--- src/rtl/row_by_vector_scheduler_pkg.sv ---
// Shared types and defaults for the row-by-vector chunk scheduler.
package row_by_vector_scheduler_pkg;

  typedef enum logic [1:0] {
    StIdle,
    StIssue,
    StDrain,
    StDone
  } state_e;

  localparam int unsigned LatDefault = 6;
  localparam int unsigned PerfW      = 32;

endpackage

--- src/rtl/row_by_vector_scheduler_tag_delay_line.sv ---
// Fixed-depth shift line carrying a valid bit and a payload; shifts every cycle.
module row_by_vector_scheduler_tag_delay_line #(
  parameter int unsigned Width = 8,
  parameter int unsigned Depth = 6
) (
  input  logic             clk,
  input  logic             reset,
  input  logic             i_clear,
  input  logic             i_valid,
  input  logic [Width-1:0] i_data,
  output logic             o_valid,
  output logic [Width-1:0] o_data,
  output logic             o_inflight
);

  logic [Depth-1:0] r_valid;
  logic [Width-1:0] r_data [Depth];

  always_ff @(posedge clk) begin
    if (reset || i_clear) begin
      r_valid <= '0;
      for (int i = 0; i < int'(Depth); i++) begin
        r_data[i] <= '0;
      end
    end else begin
      r_valid[0] <= i_valid;
      r_data[0]  <= i_data;
      for (int i = 1; i < int'(Depth); i++) begin
        r_valid[i] <= r_valid[i-1];
        r_data[i]  <= r_data[i-1];
      end
    end
  end

  // Entries still upstream of the tail; the tail itself is being presented now.
  always_comb begin
    o_inflight = 1'b0;
    for (int i = 0; i < int'(Depth) - 1; i++) begin
      o_inflight = o_inflight | r_valid[i];
    end
  end

  assign o_valid = r_valid[Depth-1];
  assign o_data  = r_data[Depth-1];

endmodule

--- src/rtl/row_by_vector_scheduler.sv ---
// Issues (row, chunk) operand reads and tags datapath results LAT cycles later.
// Optional stall counter output enabled by defining RBV_SCHED_PERF_EN.
module row_by_vector_scheduler
  import row_by_vector_scheduler_pkg::*;
#(
  parameter int unsigned ROW_W   = 10,
  parameter int unsigned CHUNK_W = 6,
  parameter int unsigned LAT     = LatDefault
) (
  input  logic               clk,
  input  logic               reset,
  input  logic               i_start,
  input  logic [ROW_W-1:0]   i_num_rows,
  input  logic [CHUNK_W-1:0] i_num_chunks,
  input  logic               i_mem_ready,
  output logic               o_rd_en,
  output logic [ROW_W-1:0]   o_rd_row,
  output logic [CHUNK_W-1:0] o_rd_chunk,
  output logic               o_busy,
  output logic               o_done,
  output logic               o_tag_valid,
  output logic [ROW_W-1:0]   o_tag_row,
  output logic               o_tag_first,
  output logic               o_tag_last
`ifdef RBV_SCHED_PERF_EN
  ,
  output logic [PerfW-1:0]   o_perf_stall_cycles
`endif
);

  localparam int unsigned TagW = ROW_W + 2;

  state_e             r_state;
  state_e             w_state_nxt;
  logic [ROW_W-1:0]   r_row;
  logic [ROW_W-1:0]   r_num_rows;
  logic [CHUNK_W-1:0] r_chunk;
  logic [CHUNK_W-1:0] r_num_chunks;
  logic               w_accept;
  logic               w_issue;
  logic               w_last_chunk;
  logic               w_last_row;
  logic               w_inflight;
  logic [TagW-1:0]    w_tag_in;
  logic [TagW-1:0]    w_tag_out;

  assign w_last_chunk = (r_chunk == r_num_chunks - CHUNK_W'(1));
  assign w_last_row   = (r_row == r_num_rows - ROW_W'(1));

  always_ff @(posedge clk) begin
    if (reset) begin
      r_state <= StIdle;
    end else begin
      r_state <= w_state_nxt;
    end
  end

  always_comb begin
    w_state_nxt = r_state;
    w_accept    = 1'b0;
    w_issue     = 1'b0;
    o_rd_en     = 1'b0;
    o_done      = 1'b0;
    o_busy      = (r_state != StIdle);
    unique case (r_state)
      StIdle: begin
        if (i_start) begin
          w_accept    = 1'b1;
          w_state_nxt = (i_num_rows != '0 && i_num_chunks != '0) ? StIssue : StDone;
        end
      end
      StIssue: begin
        o_rd_en = 1'b1;
        w_issue = i_mem_ready;
        if (w_issue && w_last_chunk && w_last_row) begin
          w_state_nxt = StDrain;
        end
      end
      StDrain: begin
        // Leave once only the tail (or nothing) remains, so done follows the last tag.
        if (!w_inflight) begin
          w_state_nxt = StDone;
        end
      end
      StDone: begin
        o_done      = 1'b1;
        w_state_nxt = StIdle;
      end
      default: w_state_nxt = StIdle;
    endcase
  end

  always_ff @(posedge clk) begin
    if (reset) begin
      r_row        <= '0;
      r_chunk      <= '0;
      r_num_rows   <= '0;
      r_num_chunks <= '0;
    end else if (w_accept) begin
      r_row        <= '0;
      r_chunk      <= '0;
      r_num_rows   <= i_num_rows;
      r_num_chunks <= i_num_chunks;
    end else if (w_issue) begin
      if (w_last_chunk) begin
        r_chunk <= '0;
        if (!w_last_row) begin
          r_row <= r_row + ROW_W'(1);
        end
      end else begin
        r_chunk <= r_chunk + CHUNK_W'(1);
      end
    end
  end

`ifdef RBV_SCHED_PERF_EN
  logic [PerfW-1:0] r_perf;

  always_ff @(posedge clk) begin
    if (reset || w_accept) begin
      r_perf <= '0;
    end else if (r_state == StIssue && !i_mem_ready && r_perf != '1) begin
      r_perf <= r_perf + PerfW'(1);
    end
  end

  assign o_perf_stall_cycles = r_perf;
`endif

  assign o_rd_row   = r_row;
  assign o_rd_chunk = r_chunk;
  assign w_tag_in   = w_issue ? {r_row, (r_chunk == '0), w_last_chunk} : '0;

  row_by_vector_scheduler_tag_delay_line #(
    .Width(TagW),
    .Depth(LAT)
  ) u_tag_line (
    .clk       (clk),
    .reset     (reset),
    .i_clear   (w_accept),
    .i_valid   (w_issue),
    .i_data    (w_tag_in),
    .o_valid   (o_tag_valid),
    .o_data    (w_tag_out),
    .o_inflight(w_inflight)
  );

  assign {o_tag_row, o_tag_first, o_tag_last} = w_tag_out;

endmodule

--- config.mk ---
export PLATFORM = sky130hd
export DESIGN_NAME = row_by_vector_scheduler
export DESIGN_NICKNAME = d
export VERILOG_FILES = /design/src/rtl/row_by_vector_scheduler_pkg.sv /design/src/rtl/row_by_vector_scheduler_tag_delay_line.sv /design/src/rtl/row_by_vector_scheduler.sv
export SDC_FILE = /design/constraint.sdc
export NUM_CORES = 1
export LEC_CHECK = 0
export ABC_AREA = 1
export CAP_MARGIN = 20
export CORE_MARGIN = 3
export CORE_UTILIZATION = 59
export DETAILED_ROUTE_END_ITERATION = 16
export HOLD_SLACK_MARGIN = 0.05
export PLACE_DENSITY = 0.89
export SYNTH_ARGS = -nofsm -noshare
export SYNTH_HDL_FRONTEND = slang
export SYNTH_SLANG_ARGS = --single-unit
--- constraint.sdc ---
create_clock -name clk -period 3.6 [get_ports clk]
set_clock_uncertainty 0.05 [all_clocks]
set_input_delay 1.08 -clock clk [delete_from_list [all_inputs] [get_ports clk]]
set_output_delay 1.08 -clock clk [all_outputs]
set_load 0.03 [all_outputs]
### After elaboration in Yosys (flattened, before gate mapping)

Memories as Yosys holds them, arrays and structs flattened.
Cells that the tools add are included.

| word-level totals | value |
|---|---|
| word-level logic and storage cells | 63 |
| memory bits (writable) | 72 |
| memories | 1 |
| output and inout port bits | 32 |
| bits in registers | 40 |
| bits of input ports | 20 |

| cells by class | value |
|---|---|
| equality and inequality tests | 8 |
| bitwise gates (word level) | 11 |
| $add $sub $neg | 4 |
| multiplexer cells | 21 |
| reduce and logical (&&, ||, !) cells | 12 |

Memory list:

| name | words | bits a word | rd ports | clocked after Yosys merged registers in | write ports | line | RTL |
|---|---|---|---|---|---|---|---|
| u_tag_line.r_data | 6 | 12 | 6 | 0 | 6 | row_by_vector_scheduler_tag_delay_line.sv:17 | `logic [Width-1:0] r_data [Depth];` |

Operator list:

| operator | number |
|---|---|
| 2-to-1 mux 12 bit | 7 |
| adder 10 x 1 -> 10 bit (second input constant) | 1 |
| equality test 10 bit | 1 |
| OR 1 bit | 10 |
| nonzero test 10 bit | 1 |
| subtractor 10 x 1 -> 10 bit (second input constant) | 1 |
| 2-to-1 mux 1 bit | 8 |
| 2-to-1 mux 2 bit | 4 |
| one-hot mux 2 bit (4 select lines) | 1 |
| adder 6 x 1 -> 6 bit (second input constant) | 1 |
| equality test 6 bit | 1 |
| logical NOT 6 bit | 1 |
| 2-to-1 mux 6 bit | 1 |
| inequality test 2 bit (second input constant) | 3 |
| AND reduction 3 bit | 2 |
| nonzero test 6 bit | 1 |
| subtractor 6 x 1 -> 6 bit (second input constant) | 1 |
| equality test 2 bit (second input constant) | 2 |
| logical AND 1 bit | 3 |
| equality test 2 x 1 -> 1 bit (second input constant) | 1 |
| logical NOT 2 bit | 1 |
| nonzero test 2 bit | 1 |
| OR reduction 2 bit | 1 |
| logical OR 1 bit | 1 |
| NOT 1 bit | 1 |

### Longest topological paths before layout

| depth | value |
|---|---|
| depth in word-level cells | 6 |
| depth in mapped cells | 17 |
| mapped depth without buffers | 17 |

### Modules after synthesis

A second synthesis with hierarchy kept.

| second synthesis, totals | value |
|---|---|
| cell total of the unflattened synthesis | 587 |
| area total of the unflattened synthesis | 4545.6 sq um |

By module, submodules not included:

| module | area each (sq um) | cells an instance | sequential area each (sq um) | instances |
|---|---|---|---|---|
| row_by_vector_scheduler_tag_delay_line | 2289.7 | 248 | 1561.5 | 1 |
| row_by_vector_scheduler | 2255.9 | 339 | 680.7 | 1 |

### Worst setup path after synthesis

No wires, ideal clock.

| path | value |
|---|---|
| path kind | input to register |
| start | input port i_start |
| end | memory u_tag_line.r_data[0][59] in the netlist's numbering |
| library setup time | 0.127 ns |
| slack | 1.349 ns |
| required time | 3.423 ns |
| cell stages on the path | 7 |
| buffers on the path | 2 |
| data arrival time | 2.075 ns |
| cells stage by stage | nand2_1 inv_1 nor2_1 inv_1 buf_2 clkbuf_1 nor2_1 |

RTL lines:

| item | line | RTL |
|---|---|---|
| start: declaration | row_by_vector_scheduler.sv:12 | `input logic i_start,` |
| end: declaration | row_by_vector_scheduler_tag_delay_line.sv:17 |  |

### Final worst setup path

| path | value |
|---|---|
| start | register r_state[1] |
| end | output port o_rd_en |

| on the way | value |
|---|---|
| cells in the longest elaborated chain, start to end | 2 |

Ends and longest elaborated chain:

| item | line | RTL |
|---|---|---|
| start: declaration | row_by_vector_scheduler.sv:33 | `state_e r_state;` |
| start signal: assignment | row_by_vector_scheduler.sv:52 | `r_state <= StIdle;` |
| start signal: assignment | row_by_vector_scheduler.sv:54 | `r_state <= w_state_nxt;` |
| equality test 2 x 1 -> 1 bit | row_by_vector_scheduler.sv:65 | `unique case (r_state)` |
| 2-to-1 mux 1 bit | row_by_vector_scheduler.sv:65 |  |
| end: declaration | row_by_vector_scheduler.sv:16 | `output logic o_rd_en,` |

Every way passes these cells.

==> flow_metrics.tcl <==
set metrics [dict create \
    run_status "completed" \
    cp_data_arrival_time_ps 1800 \
    cts.repair_timing.setup_buffer_count 0 \
    area.growth.synth_to_final_pct 15.7 \
    final_util 0.709 \
    drtPass1Iterations 4 \
    timing.critical_path.cells "inv_1, ha_1, clkdlybuf4s50_1" \
    fp.dieArea_um2 8650 \
    post_dr_vias_cell 4.87 \
    clockRootBuffer "sky130_fd_sc_hd__clkbuf_8" \
    vdd.ir_drop.worst_v 0.000416 \
    synth_nets 610 \
    postRouteAntennaNets 0 \
    report.final.setup_viol 0 \
    core_area_um2 7290 \
    timing.critical_path.buf_inv 2 \
    cts-root-to-sink-buffers 2 \
    ys_seq_area_frac 0.502 \
    routed-wl-met3_um 443 \
    ctsHoldBuffers 0 \
    gpl.final_weighted_congestion 0.901 \
    crit_path_top_delay_cell "sky130_fd_sc_hd__clkdlybuf4s50_1" \
    timing.critical_path.required_ps 2470 \
    setup.worst_path.end_class "output pin" \
    met2WireLength_mm 4.20 \
    routed-via-count 3534 \
    clk_pin_slew_worst_paths_ps 110 \
    cts_htree_levels 3 \
    grt_pass1_vias 3433 \
    worst_path_largest_cell_delay_ps 710 \
    worst_slew_margin_rel 0.705 \
    met1_length_mm 3.58 \
    yosys_warns 0 \
    syn_inst 580 \
    die_height_um 93.0 \
    synth.avg_cell_area_um2 7.70 \
    min-delay-path-class "flip-flop to flip-flop" \
    layout-drive-gt1-share 0.0815 \
    placed_area_um2 4980 \
    top_level_ports 52 \
    antenna_diode_count 0 \
    routed_wirelength_mm 8.42 \
    area_used_by_sequential_logic_in_the_layout_um2 2240 \
    drc_errors 0 \
    clock_tree_from_tritoncts "built" \
    grt_first_pass_wirelength_mm 14.1 \
    fin_tns_setup_ps 0 \
    netlist_area_pre_place_um2 4470 \
    slew_violations 0 \
    grt_util_all_layers 0.203 \
    detailed_place_hpwl_mm 6.23 \
    final_net_count 651 \
    power_density_nw_per_um2 548 \
    multiInputGateArea_um2 1650 \
    finalCritPeriodShare 0.815 \
    insertion_delay_of_the_later_clocked_pin_in_the_worst_skew_pair_ps 370 \
    fill_cells 620 \
    grt.overflow.total 0 \
    finalCriticalPeriod_ps 2930 \
    floorplan.rows 31 \
    timing_worst_slew_pin_value_ps 441 \
    post_drt_wl_per_cell_um 11.6 \
    leakage_uw 0.00199 \
    die_x_um 93.0 \
    grt_start_max_net_pins 47 \
    portBuffers 51 \
    cts.repair.resized 0 \
    hold_viol_final 0 \
    timing_worst_setup_path_type "flip-flop to output pin" \
    clock-sinks 112 \
    initial_cell_density_of_the_core 0.613 \
    max_cap_viol_count 0 \
    maxClockFrequency_mhz 341 \
    ys_ff_latch 112 \
    rsz0062_at_grt "false" \
    yosysUniqueCellTypes 33 \
    routed.top_layer "met4" \
    detailedRoute.firstIterationViolations 164 \
    critPathMaxFanout 4 \
    critical_path.top_delay_family "buffers and inverters" \
    grt_antenna_before_repair 0 \
    startpoint_type "flip-flop" \
    final_cell_area_um2 5170 \
    cts_buffers 9 \
]
Yosys cell counts:
cell type | instances | share of area
sky130_fd_sc_hd__nor2_1 | 123 | 0.10
sky130_fd_sc_hd__dfxtp_1 | 112 | 0.50
sky130_fd_sc_hd__inv_1 | 107 | 0.090
sky130_fd_sc_hd__nand2_1 | 71 | 0.060
sky130_fd_sc_hd__nand3_1 | 28 | 0.031
sky130_fd_sc_hd__o21ai_0 | 20 | 0.022
sky130_fd_sc_hd__xor2_1 | 17 | 0.033
sky130_fd_sc_hd__a21oi_1 | 15 | 0.017
sky130_fd_sc_hd__buf_4 | 10 | 0.017
sky130_fd_sc_hd__ha_1 | 10 | 0.028
sky130_fd_sc_hd__a21oi_2 | 8 | 0.016
sky130_fd_sc_hd__nand2_2 | 8 | 0.011
sky130_fd_sc_hd__clkbuf_1 | 7 | 0.0059
sky130_fd_sc_hd__nor4_1 | 6 | 0.0084
sky130_fd_sc_hd__nand4_1 | 5 | 0.0070
sky130_fd_sc_hd__buf_1 | 4 | 0.0034
sky130_fd_sc_hd__inv_2 | 4 | 0.0034
sky130_fd_sc_hd__nor2_2 | 4 | 0.0056
sky130_fd_sc_hd__nor3_1 | 3 | 0.0034
sky130_fd_sc_hd__xnor2_1 | 3 | 0.0059
sky130_fd_sc_hd__buf_2 | 2 | 0.0022
sky130_fd_sc_hd__o21ai_1 | 2 | 0.0022
sky130_fd_sc_hd__a211oi_1 | 1 | 0.0017
sky130_fd_sc_hd__buf_12 | 1 | 0.0045
sky130_fd_sc_hd__clkinv_2 | 1 | 0.0011
sky130_fd_sc_hd__inv_4 | 1 | 0.0014
sky130_fd_sc_hd__nand2_4 | 1 | 0.0025
sky130_fd_sc_hd__nand3_2 | 1 | 0.0022
sky130_fd_sc_hd__nand3b_1 | 1 | 0.0017
sky130_fd_sc_hd__nor2_4 | 1 | 0.0025
sky130_fd_sc_hd__o21ai_2 | 1 | 0.0020
sky130_fd_sc_hd__or2_0 | 1 | 0.0014
sky130_fd_sc_hd__or2_2 | 1 | 0.0014
per-stage QoR:
step	total power (uW)	worst slack [ps]	hold slack (ps)	instances
after floorplan	1960	1350	344	580
after global placement	2110	903	344	709
after detailed placement	2140	823	349	709
after CTS	2840	642	362	725
after global routing	3000	602	367	725
final	2830	666	358	725
registers in the layout, indices dropped and copies added, names as in the netlist:
register / count
r_num_rows: 10
u_tag_line.r_data: 72
o_rd_chunk: 6
r_num_chunks: 6
o_rd_row: 10
u_tag_line.r_valid: 6
r_state: 2
logic make-up (layout without fill, tap and decap cells):
family                   Yosys count  count (layout)  synth area share
XOR/XNOR                          20              20            0.0392
flip-flops                       112             112             0.502
AO/OA/AOI/OAI                     47              47            0.0608
adder cells (fa/ha/maj)           10              10            0.0280
AND/OR/NAND/NOR                  254             254             0.242
buffers and inverters            137             183             0.129
tightest hold or removal path: stages, from the launching register on:
cell	delay, ps
sky130_fd_sc_hd__dfxtp_1	310
sky130_fd_sc_hd__inv_1	40
sky130_fd_sc_hd__nor2_1	40
final timing paths:
kind,start,to,slack (ps),cells after the start
worst max register to register,r_num_rows[0],o_rd_row[0],1420,15
worst min-delay path,u_tag_line.r_data[0][16],u_tag_line.r_data[0][28],360,2
worst min register to register,u_tag_line.r_data[0][16],u_tag_line.r_data[0][28],360,2
worst max-delay path,r_state[1],o_rd_en,670,3
layer usage:
| layer | track usage | vias up |
|---|---|---|
| li1 | - | 1808 |
| met1 | 0.222 | 1610 |
| met2 | 0.370 | 98 |
| met3 | 0.0483 | 18 |
| met4 | 0.0940 | 0 |
| met5 | 0 | - |
cell usage in the layout, fill, tap and decap left out, types with 8 or more instances in the layout:
cell	n
sky130_fd_sc_hd__a21oi_1	15
sky130_fd_sc_hd__a21oi_2	8
sky130_fd_sc_hd__clkbuf_8	9
sky130_fd_sc_hd__clkdlybuf4s50_1	51
sky130_fd_sc_hd__dfxtp_1	112
sky130_fd_sc_hd__ha_1	10
sky130_fd_sc_hd__inv_1	106
sky130_fd_sc_hd__nand2_1	71
sky130_fd_sc_hd__nand2_2	8
sky130_fd_sc_hd__nand3_1	28
sky130_fd_sc_hd__nor2_1	123
sky130_fd_sc_hd__o21ai_0	20
sky130_fd_sc_hd__xor2_1	17
power breakdown:
group          switching [uW]  internal, uW
sequential               60.2          1300
combinational             488           275
clock                     438           266
total                     987          1840
final cells by class:
type                    instances  share of cell area
clock inverters                 7              0.0128
flip-flops and latches        112               0.434
repair buffers                 54               0.103
inverters                     113              0.0828
multi-input cells             331               0.320
well taps                      99              0.0240
clock buffers                   9              0.0240
No activity file was read; power rests on OpenSTA's default activity.
